**src/rtl/road_spawn_arbiter_pkg.sv**
```systemverilog
// Shared types for the road object spawn path: requester identities and
// the arbiter FSM encoding.
package road_pkg;

    localparam int NUM_REQ = 4;
    localparam int X_W     = 11;

    typedef enum logic [1:0] {
        OBJ_LEFT_CAR  = 2'd0,
        OBJ_RIGHT_CAR = 2'd1,
        OBJ_OIL       = 2'd2,
        OBJ_FUEL      = 2'd3
    } obj_type_e;

    typedef enum logic [1:0] {
        READY    = 2'd0,
        GRANT    = 2'd1,
        COOLDOWN = 2'd2
    } arb_state_e;

endpackage

```
**src/rtl/road_spawn_arbiter_rr_arbiter4.sv**
```systemverilog
// Four-way round-robin pick starting at ptr, with an override that hands
// the win to the fuel requester when it has starved.
module rr_arbiter4 (
    input  logic [3:0] req,
    input  logic [1:0] ptr,
    input  logic       force_fuel,
    output logic [1:0] winner,
    output logic       valid
);
    import road_pkg::*;

    logic [1:0] idx;

    always_comb begin
        winner = ptr;
        idx    = ptr;
        valid  = |req;
        if (force_fuel && req[OBJ_FUEL]) begin
            winner = OBJ_FUEL;
        end else begin
            // Scan farthest-first so the requester closest to ptr overwrites last.
            for (int k = 3; k >= 0; k--) begin
                idx = ptr + 2'(k);
                if (req[idx]) winner = idx;
            end
        end
    end

endmodule

```
**src/rtl/road_spawn_arbiter.sv**
```systemverilog
// Per-frame spawn arbiter: grants one requester a free sprite slot per
// frame, enforces a global spawn gap and boosts a starving fuel request.
module road_spawn_arbiter #(
    parameter int NUM_SLOTS      = 4,
    parameter int MIN_GAP_FRAMES = 8,
    parameter int STARVE_FRAMES  = 60,
    parameter int X_W            = road_pkg::X_W
) (
    input  logic                     clk,
    input  logic                     resetN,
    input  logic                     frame_tick,
    input  logic                     straight_ahead,
    input  logic [3:0]               req,
    input  logic [4*X_W-1:0]         req_x,
    input  logic [NUM_SLOTS-1:0]     slot_done,
    output logic [3:0]               grant,
    output logic [NUM_SLOTS-1:0]     slot_spawn,
    output logic [NUM_SLOTS*2-1:0]   slot_type,
    output logic [NUM_SLOTS*X_W-1:0] slot_x,
    output logic [NUM_SLOTS-1:0]     slot_busy,
    output logic [7:0]               stall_count
);
    import road_pkg::*;

    localparam int SLOT_W = (NUM_SLOTS > 1) ? $clog2(NUM_SLOTS) : 1;
    localparam int GAP_W  = (MIN_GAP_FRAMES > 0) ? $clog2(MIN_GAP_FRAMES + 1) : 1;
    localparam int AGE_W  = (STARVE_FRAMES > 0) ? $clog2(STARVE_FRAMES + 1) : 1;
    localparam logic [GAP_W-1:0] GAP_LOAD = GAP_W'(MIN_GAP_FRAMES);
    localparam logic [AGE_W-1:0] AGE_MAX  = AGE_W'(STARVE_FRAMES);

    arb_state_e               state_q, state_d;
    logic [1:0]               rr_ptr_q, rr_ptr_d;
    logic [1:0]               win_q, win_d;
    logic [SLOT_W-1:0]        slot_q, slot_d;
    logic [GAP_W-1:0]         gap_cnt_q, gap_cnt_d;
    logic [AGE_W-1:0]         fuel_age_q, fuel_age_d;
    logic [NUM_SLOTS-1:0]     slot_busy_q, slot_busy_d;
    logic [NUM_SLOTS*2-1:0]   slot_type_q, slot_type_d;
    logic [NUM_SLOTS*X_W-1:0] slot_x_q, slot_x_d;
    logic [7:0]               stall_q, stall_d;

    logic [1:0]           arb_win;
    logic                 arb_valid;
    logic                 arb_fire;
    logic                 force_fuel;
    logic                 free_found;
    logic [SLOT_W-1:0]    free_idx;
    logic [X_W-1:0]       sel_x;
    logic [NUM_SLOTS-1:0] done_mask;

    assign force_fuel = (fuel_age_q >= AGE_MAX);

    rr_arbiter4 u_rr (
        .req       (req),
        .ptr       (rr_ptr_q),
        .force_fuel(force_fuel),
        .winner    (arb_win),
        .valid     (arb_valid)
    );

    always_comb begin
        free_found = 1'b0;
        free_idx   = '0;
        for (int i = NUM_SLOTS - 1; i >= 0; i--) begin
            if (!slot_busy_q[i]) begin
                free_found = 1'b1;
                free_idx   = SLOT_W'(i);
            end
        end
    end

    always_comb begin
        sel_x = req_x[X_W-1:0];
        for (int r = 0; r < NUM_REQ; r++) begin
            if (arb_win == 2'(r)) sel_x = req_x[r*X_W +: X_W];
        end
    end

    always_comb begin
        grant      = '0;
        slot_spawn = '0;
        if (state_q == GRANT) begin
            grant[win_q]       = 1'b1;
            slot_spawn[slot_q] = 1'b1;
        end
    end

    // A done aimed at the slot being granted this cycle loses to the set.
    assign done_mask = slot_done & ~slot_spawn;
    assign arb_fire  = (state_q == READY) && frame_tick && straight_ahead && arb_valid;

    always_comb begin
        state_d     = state_q;
        rr_ptr_d    = rr_ptr_q;
        win_d       = win_q;
        slot_d      = slot_q;
        gap_cnt_d   = gap_cnt_q;
        stall_d     = stall_q;
        slot_busy_d = slot_busy_q & ~done_mask;
        slot_type_d = slot_type_q;
        slot_x_d    = slot_x_q;
        fuel_age_d  = fuel_age_q;

        if (!req[OBJ_FUEL] || (state_q == GRANT && win_q == OBJ_FUEL)) begin
            fuel_age_d = '0;
        end else if (frame_tick && fuel_age_q != AGE_MAX) begin
            fuel_age_d = fuel_age_q + 1'b1;
        end

        case (state_q)
            READY: begin
                if (arb_fire) begin
                    if (free_found) begin
                        state_d   = GRANT;
                        win_d     = arb_win;
                        slot_d    = free_idx;
                        rr_ptr_d  = arb_win + 2'd1;
                        gap_cnt_d = GAP_LOAD;
                        for (int i = 0; i < NUM_SLOTS; i++) begin
                            if (free_idx == SLOT_W'(i)) begin
                                slot_busy_d[i]                = 1'b1;
                                slot_type_d[i*2 +: 2]         = arb_win;
                                slot_x_d[i*X_W +: X_W]        = sel_x;
                            end
                        end
                    end else if (stall_q != 8'hFF) begin
                        stall_d = stall_q + 8'd1;
                    end
                end
            end
            GRANT: begin
                state_d = (MIN_GAP_FRAMES > 0) ? COOLDOWN : READY;
            end
            COOLDOWN: begin
                if (frame_tick) begin
                    gap_cnt_d = gap_cnt_q - 1'b1;
                    if (gap_cnt_q <= GAP_W'(1)) state_d = READY;
                end
            end
            default: state_d = READY;
        endcase
    end

    always_ff @(posedge clk) begin
        if (!resetN) begin
            state_q     <= READY;
            rr_ptr_q    <= '0;
            win_q       <= '0;
            slot_q      <= '0;
            gap_cnt_q   <= '0;
            fuel_age_q  <= '0;
            slot_busy_q <= '0;
            slot_type_q <= '0;
            slot_x_q    <= '0;
            stall_q     <= '0;
        end else begin
            state_q     <= state_d;
            rr_ptr_q    <= rr_ptr_d;
            win_q       <= win_d;
            slot_q      <= slot_d;
            gap_cnt_q   <= gap_cnt_d;
            fuel_age_q  <= fuel_age_d;
            slot_busy_q <= slot_busy_d;
            slot_type_q <= slot_type_d;
            slot_x_q    <= slot_x_d;
            stall_q     <= stall_d;
        end
    end

    assign slot_busy   = slot_busy_q;
    assign slot_type   = slot_type_q;
    assign slot_x      = slot_x_q;
    assign stall_count = stall_q;

endmodule
```
**config.mk**
```make
export PLATFORM = sky130hd
export DESIGN_NAME = road_spawn_arbiter
export DESIGN_NICKNAME = d
export VERILOG_FILES = /design/src/rtl/road_spawn_arbiter_pkg.sv /design/src/rtl/road_spawn_arbiter_rr_arbiter4.sv /design/src/rtl/road_spawn_arbiter.sv
export SDC_FILE = /design/constraint.sdc
export NUM_CORES = 1
export LEC_CHECK = 0
export ABC_AREA = 1
export CORE_MARGIN = 3
export CORE_UTILIZATION = 46
export DETAILED_ROUTE_END_ITERATION = 7
export PLACE_DENSITY = 0.78
export SETUP_SLACK_MARGIN = 0.02
export SYNTH_ARGS = -nofsm -noshare
export SYNTH_HDL_FRONTEND = slang
export SYNTH_SLANG_ARGS = --single-unit
```
**constraint.sdc**
```tcl
create_clock -name clk -period 2.6 [get_ports clk]
set_input_delay 0.26 -clock clk [delete_from_list [all_inputs] [get_ports clk]]
set_output_delay 0.26 -clock clk [all_outputs]
set_load 0.005 [all_outputs]
```
# == After elaboration in Yosys (flattened, before gate mapping) ==
# Cells that the tools add are included.
# totals
reg_bits,82
input_bits,56
out_inout_bits,72
word_cells,123
# classes
n_addsub,7
n_lt_le_gt_ge,10
eq_ne,15
muxes,46
n_bitwise,6
n_reduce_logical,23
# ops
op,count
$mux W11,3
$mux W4,8
$reduce_and A4 Y1,7
$mux W2,13
$lt A2 B3 Y1 const B,6
$mux W1,14
$eq A2 B2 Y1 const B,6
$add A8 B1 Y8 const B,1
$and A4 B4 Y4,2
$bmux W1 S2,4
$logic_and A1 B1 Y1,8
$ne A2 B2 Y1 const B,4
$ne A8 B8 Y1 const B,1
$not A4 Y4,2
$pmux W4 S2,1
$add A6 B1 Y6 const B,1
$eq A2 B1 Y1 const B,3
$ge A6 B6 Y1 const B,1
$ne A6 B6 Y1 const B,1
$pmux W2 S3,1
$add A2 B1 Y2 const B,2
$add A2 B2 Y2 const B,2
$demux W1 S2,2
$ge A2 B1 Y1 const B,2
10 further kinds,12

# == Depth between registers and ports, before layout ==
# depth
word_depth,13
mapped_depth,19
ltp_nobuf,17

# == Modules after synthesis ==
# From an unflattened synthesis, not the netlist that was laid out.
# hier_totals
hier_cells,625
area_unflattened_um2,4210.3
# modules_own_cells
mod,n_inst,cells_per_inst,area_per_inst_um2,seq_area_each_um2
road_spawn_arbiter,1,574,3975.1,1641.6
rr_arbiter4,1,51,235.2,0.0

# == Worst setup path before layout ==
# Ideal clock, no wire load.
# synth_timing
path_kind,register -> register
start,register rr_ptr_q[0]
end,"register slot_x_q[11], in the netlist slot_x[11]"
setup_time_ns,0.134
t_arrival_ns,2.037
required_time_ns,2.466
path_slack_ns,0.429
path_stages_with_launch,20
n_path_buf,2
synth_period_minus_slack_ns,2.171
path_cell_list,dfxtp_1 buf_4 inv_2 nand2_1 nand2_1 nand2_1 nand2_1 nand2_1 nand2_1 nand2_1 nand2_1 nand2_1 nand2_2 inv_1 ha_1 clkbuf_1 a21oi_1 o21ai_0 o21ai_0 a21oi_1
# synth_between
elab_chain_cells,12
word_cells_on_any_way,22
classes_between,add/sub (3); eq/ne (3); mux (16)
# synth_lines
item,line_no,source
"start, declared",road_spawn_arbiter.sv:32,"logic [1:0] rr_ptr_q, rr_ptr_d;"
"start signal, assigned",road_spawn_arbiter.sv:158,rr_ptr_q <= rr_ptr_d;
$add A2 B2 Y2,road_spawn_arbiter_rr_arbiter4.sv:23,idx = ptr + 2'(k);
$bmux W1 S2,road_spawn_arbiter_rr_arbiter4.sv:24,if (req[idx]) winner = idx;
$mux W1 (not written as such),road_spawn_arbiter_rr_arbiter4.sv:24,
$mux W2 (3 in a row),road_spawn_arbiter_rr_arbiter4.sv:24,
$mux W2 *,road_spawn_arbiter_rr_arbiter4.sv:24,
$mux W2 *,road_spawn_arbiter_rr_arbiter4.sv:18,if (force_fuel && req[OBJ_FUEL]) begin
named net arb_win[0],road_spawn_arbiter.sv:42,logic [1:0] arb_win;
$eq A2 B1 Y1,road_spawn_arbiter.sv:75,if (arb_win == 2'(r)) sel_x = req_x[r*X_W +: X_W];
$mux W11 (2 in a row),road_spawn_arbiter.sv:75,
$mux W11 *,road_spawn_arbiter.sv:75,
"end signal, assigned",road_spawn_arbiter.sv:165,slot_x_q <= slot_x_d;
"end, declared",road_spawn_arbiter.sv:39,"logic [NUM_SLOTS*X_W-1:0] slot_x_q, slot_x_d;"
# Mark *: on every way through the listed nets, which the timed path passes. The rest lies on a longest branch. The select of a mux whose other input is x is not followed.
# A chain may end at the register's enable or synchronous reset.

# == Final worst setup path ==
# layout_timing
start,register rr_ptr_q[1]
end,"register slot_x_q[42], in the netlist slot_x[42]"
# Same word-level chain as after synthesis.

==> run summary <==
The run finished with clean final reports. The number of maximum-capacitance violations came out at 0. The final worst hold slack came out at 0.453 ns. The count of hold buffers inserted by post-cts repair came out at 0.

Entering global routing, the biggest net connects 57 pins. The placed wire-length estimate after detailed placement is 8020 µm. For this configuration, the core starts out at a cell density of 0.483. The number of vias per cell came out at 5.21.

On the worst path, the slowest cell contributes a delay of 0.39 ns. The number of port buffers came out at 127. On the critical path, the stage with the largest delay is an instance of dfxtp_2.

The final setup skew is 0.0123 ns. The routability congestion estimate came out at 0.893. The top fanout value on the critical path is 22. The number of clock buffers inserted by TritonCTS came out at 9. The number of sinks on the clock net is 82.

The post-synthesis cell type count is 33. In the synthesized netlist the async set-or-reset flop fraction comes to 0. The sequential-to-total area share from yosys stat came out at 0.433. The startpoint-to-endpoint class of the critical path is register to register. The main combinational cell family by area after synthesis is compound AO/OA/AOI/OAI gates. Setup repair after global routing left no endpoint under its margin. The fraction of layout instances using a drive strength above 1 came out at 0.0957. At the worst endpoint, the required time is 2.83 ns. The flop and latch count out of synthesis is 82.

The worst-case clock buffer depth came out at 2. The clock transition time at the flip-flop clock pins of the worst setup and hold paths is 0.09 ns. Headroom to the max-slew limit came out at 0.618. The floorplan die height came out at 96.8 µm. Of the total synthesized cell area, the portion taken by AND, OR, NAND and NOR gates is 0.159. The number of nets with antenna violations after routing came out at 0. For this run, the number of Yosys warnings is 0. Pin placement for this block handled 128 I/O pins. The wire length of the first global-routing pass came out at 17,800 µm. The overall global routing resource usage is 0.226. The critical path's most frequent cell is nand2_1. The average instance area after synthesis is 7.23 µm². The critical path data arrival time is 2.55 ns.

In the synthesized netlist, the cells that appear most often are dfxtp_1 (82), o21ai_0 (82), nand2_1 (72), a21oi_1 (71), inv_1 (69). The sum of buffers and inverters on the critical path came out at 3. The number of synthesized flops with an enable pin came out at 0. The achievable frequency is 430 MHz. The number of core rows came out at 32. The number of antenna violations at the first check in global routing is 0. The number of global-route vias before repair is 3,796.

Counting I/O delays and the setup requirement, the final critical path takes 2.32 ns. The growth of design area from synthesis to finish is 42.4%. The type of origin of the critical path is a register. Among all flip-flop cells after synthesis, the most frequent one is dfxtp_1. The root buffer cell chosen for the clock tree is clkbuf_8.

The net count of the finished layout is 717. The number of failing hold endpoints at the final stage was 0. The finished layout holds 760 standard cells, fillers aside. The first-pass detailed-route iteration total came out at 4.

The post-route clock period utilization is 0.894. Summed over all layers, the global routing overflow is 0. The H-tree was split into 3 levels.

The adder and majority cell fraction of the synthesized area came out at 0.0264. The biggest area contributor in the post-synthesis netlist is dfxtp_1. The pin slew with the least headroom to its limit is 0.569 ns. The final non-filler cell area is 5400 µm². Ranked by total cell area, the synthesized netlist is headed by dfxtp_1 (43%), o21ai_0 (11%), a21oi_1 (9.4%). The cell count after placement is 744. The gate count of the mapped netlist is 525.

The share of Yosys cell area claimed by the top area cell type is 0.433. The remaining routing DRC violations came out at 0. The path class of the tightest hold or removal check is register to register.

The first routing iteration left 116 violations. The clock tree from TritonCTS is built. The proportion of synthesized area in mux cells is 0. Setup violations remaining at the end of the flow were counted as 0. Traced cell by cell, the critical path runs through inv_1 > nand2_1 > nand2_1 > nand2_1 > nand2_1 > nand2_1 > nand2_1 > nand3_1 > nand3_1 > nand2_2 > inv_1 > ha_1 > buf_12 > o21ai_0 > o21ai_0 > o21ai_1 > a21oi_1. The number of antenna diodes in the final layout is 0. Detailed routing inserted a total of 3,957 vias. The standby leakage power came out at 0.00224 µW. The synthesized netlist occupies a cell area of 3790 µm². The average wire per cell in the routed design is 14.2 µm. The max-slew violation count is 0. The maximum ir drop on the vdd rail came out at 0.000418 V. The die extent in x came out at 96.8 µm.

The area of the core is 7850 µm². The kind of cell with the highest combined delay along the critical path is simple AND/OR/NAND/NOR gates. The clock latency on the worst-skew pair came out at 0.36 ns.

STA classifies the critical path endpoint as a register. The net count of the mapped netlist is 589. The xor/xnor share of the synthesized area came out at 0.00462.

The total cell area at the placement stage is 5190 µm². The overall die area is 9370 µm². The overall routed net length came out at 10,800 µm. The power density normalized to cell area is 543 nW/µm². The complex-gate fraction of the synthesized area came out at 0.267.
## worst paths after layout
| check | slack [ns] | cells after the start | endpoint | start |
|---|---|---|---|---|
| max | 0.28 | 17 | slot_x[42] | rr_ptr_q[1] |
| min | 0.45 | 1 | fuel_age_q[5] | fuel_age_q[5] |
| max reg2reg | 0.28 | 17 | slot_x[42] | rr_ptr_q[1] |
| min reg2reg | 0.45 | 1 | fuel_age_q[5] | fuel_age_q[5] |
## power breakdown
part | switching (µW) | total, µW | internal [µW]
Combinational | 396 | 709 | 313
Clock | 529 | 903 | 374
Sequential | 29.2 | 1320 | 1290
## registers in the layout, indices dropped and copies added (netlist names)
register,cells
fuel_age_q,6
gap_cnt_q,4
rr_ptr_q,2
slot_busy,4
slot_q,2
slot_type,8
slot_x,44
stall_count,8
state_q,2
win_q,2
## layout by cell type (no fill, tap or decap), types with 2 or more instances in the layout
cell | netlist | final
inv_2 | 9 | 9
nand2_1 | 72 | 71
a21oi_2 | 8 | 8
nand4_1 | 2 | 2
nand3_1 | 12 | 12
o21ai_1 | 19 | 25
a31oi_1 | 2 | 2
clkbuf_8 | 0 | 9
a21oi_1 | 71 | 71
buf_4 | 4 | 13
nor2_2 | 2 | 2
clkdlybuf4s50_1 | 0 | 127
nand2_2 | 4 | 5
inv_6 | 0 | 4
nor2_4 | 2 | 2
nor2_1 | 27 | 27
nor3_1 | 16 | 16
o21ai_0 | 82 | 75
o21bai_1 | 2 | 2
a211oi_1 | 3 | 3
ha_1 | 8 | 7
dfxtp_1 | 82 | 80
inv_1 | 69 | 69
inv_8 | 0 | 2
## stage by stage
step / utilization / setup WS (ns) / setup TNS (ns) / total power (µW)
after floorplan: - / 0.429 / 0 / 1710
after global placement: 0.661 / -0.201 / -4.86 / 2020
after detailed placement: 0.661 / -0.332 / -8.96 / 2040
after CTS: 0.686 / 0.0975 / 0 / 2930
after global routing: 0.688 / 0.0292 / 0 / 3090
final: 0.688 / 0.276 / 0 / 2930
## worst reg2reg max path: stages (launching register included)
cell	delay, ns
dfxtp_2	0.39
inv_1	0.11
nand2_1	0.07
nand2_1	0.06
nand2_1	0.09
nand2_1	0.06
nand2_1	0.06
nand2_1	0.04
nand3_1	0.07
nand3_1	0.08
nand2_2	0.12
inv_1	0.05
ha_1	0.20
buf_12	0.16
o21ai_0	0.14
o21ai_0	0.09
o21ai_1	0.26
a21oi_1	0.14
## cells by family (layout without fill, tap and decap cells)
logic type               after synthesis  after routing
AO/OA/AOI/OAI                        191            191
flip-flops                            82             82
adder cells (fa/ha/maj)                8              8
XOR/XNOR                               2              2
AND/OR/NAND/NOR                      139            139
buffers and inverters                103            236
## final cells by class
cell class                      count  area (µm²)
Clock buffer                        9         124
Clock inverter                      7        65.1
Tap cell                          102         128
Sequential cell                    82        1650
Fill cell                         693        2440
Inverter                           79         298
Timing Repair Buffer              141        1390
Multi-Input combinational cell    340        1750
## metal layers
| metal | global-route usage | routed length (µm) | part of all wire |
|---|---|---|---|
| met3 | 0.0880 | 831 | 0.077 |
| met4 | 0.0670 | 184 | 0.017 |
| met1 | 0.261 | 4490 | 0.41 |
| met5 | 0 | 0 | 0 |
| met2 | 0.386 | 5320 | 0.49 |
## what timing repair did
action,in CTS,in global routing
resized for setup,2,12
setup endpoints to repair,44,44
buffers inserted,0,0
Note: power is estimated with default switching activity, not from simulation.
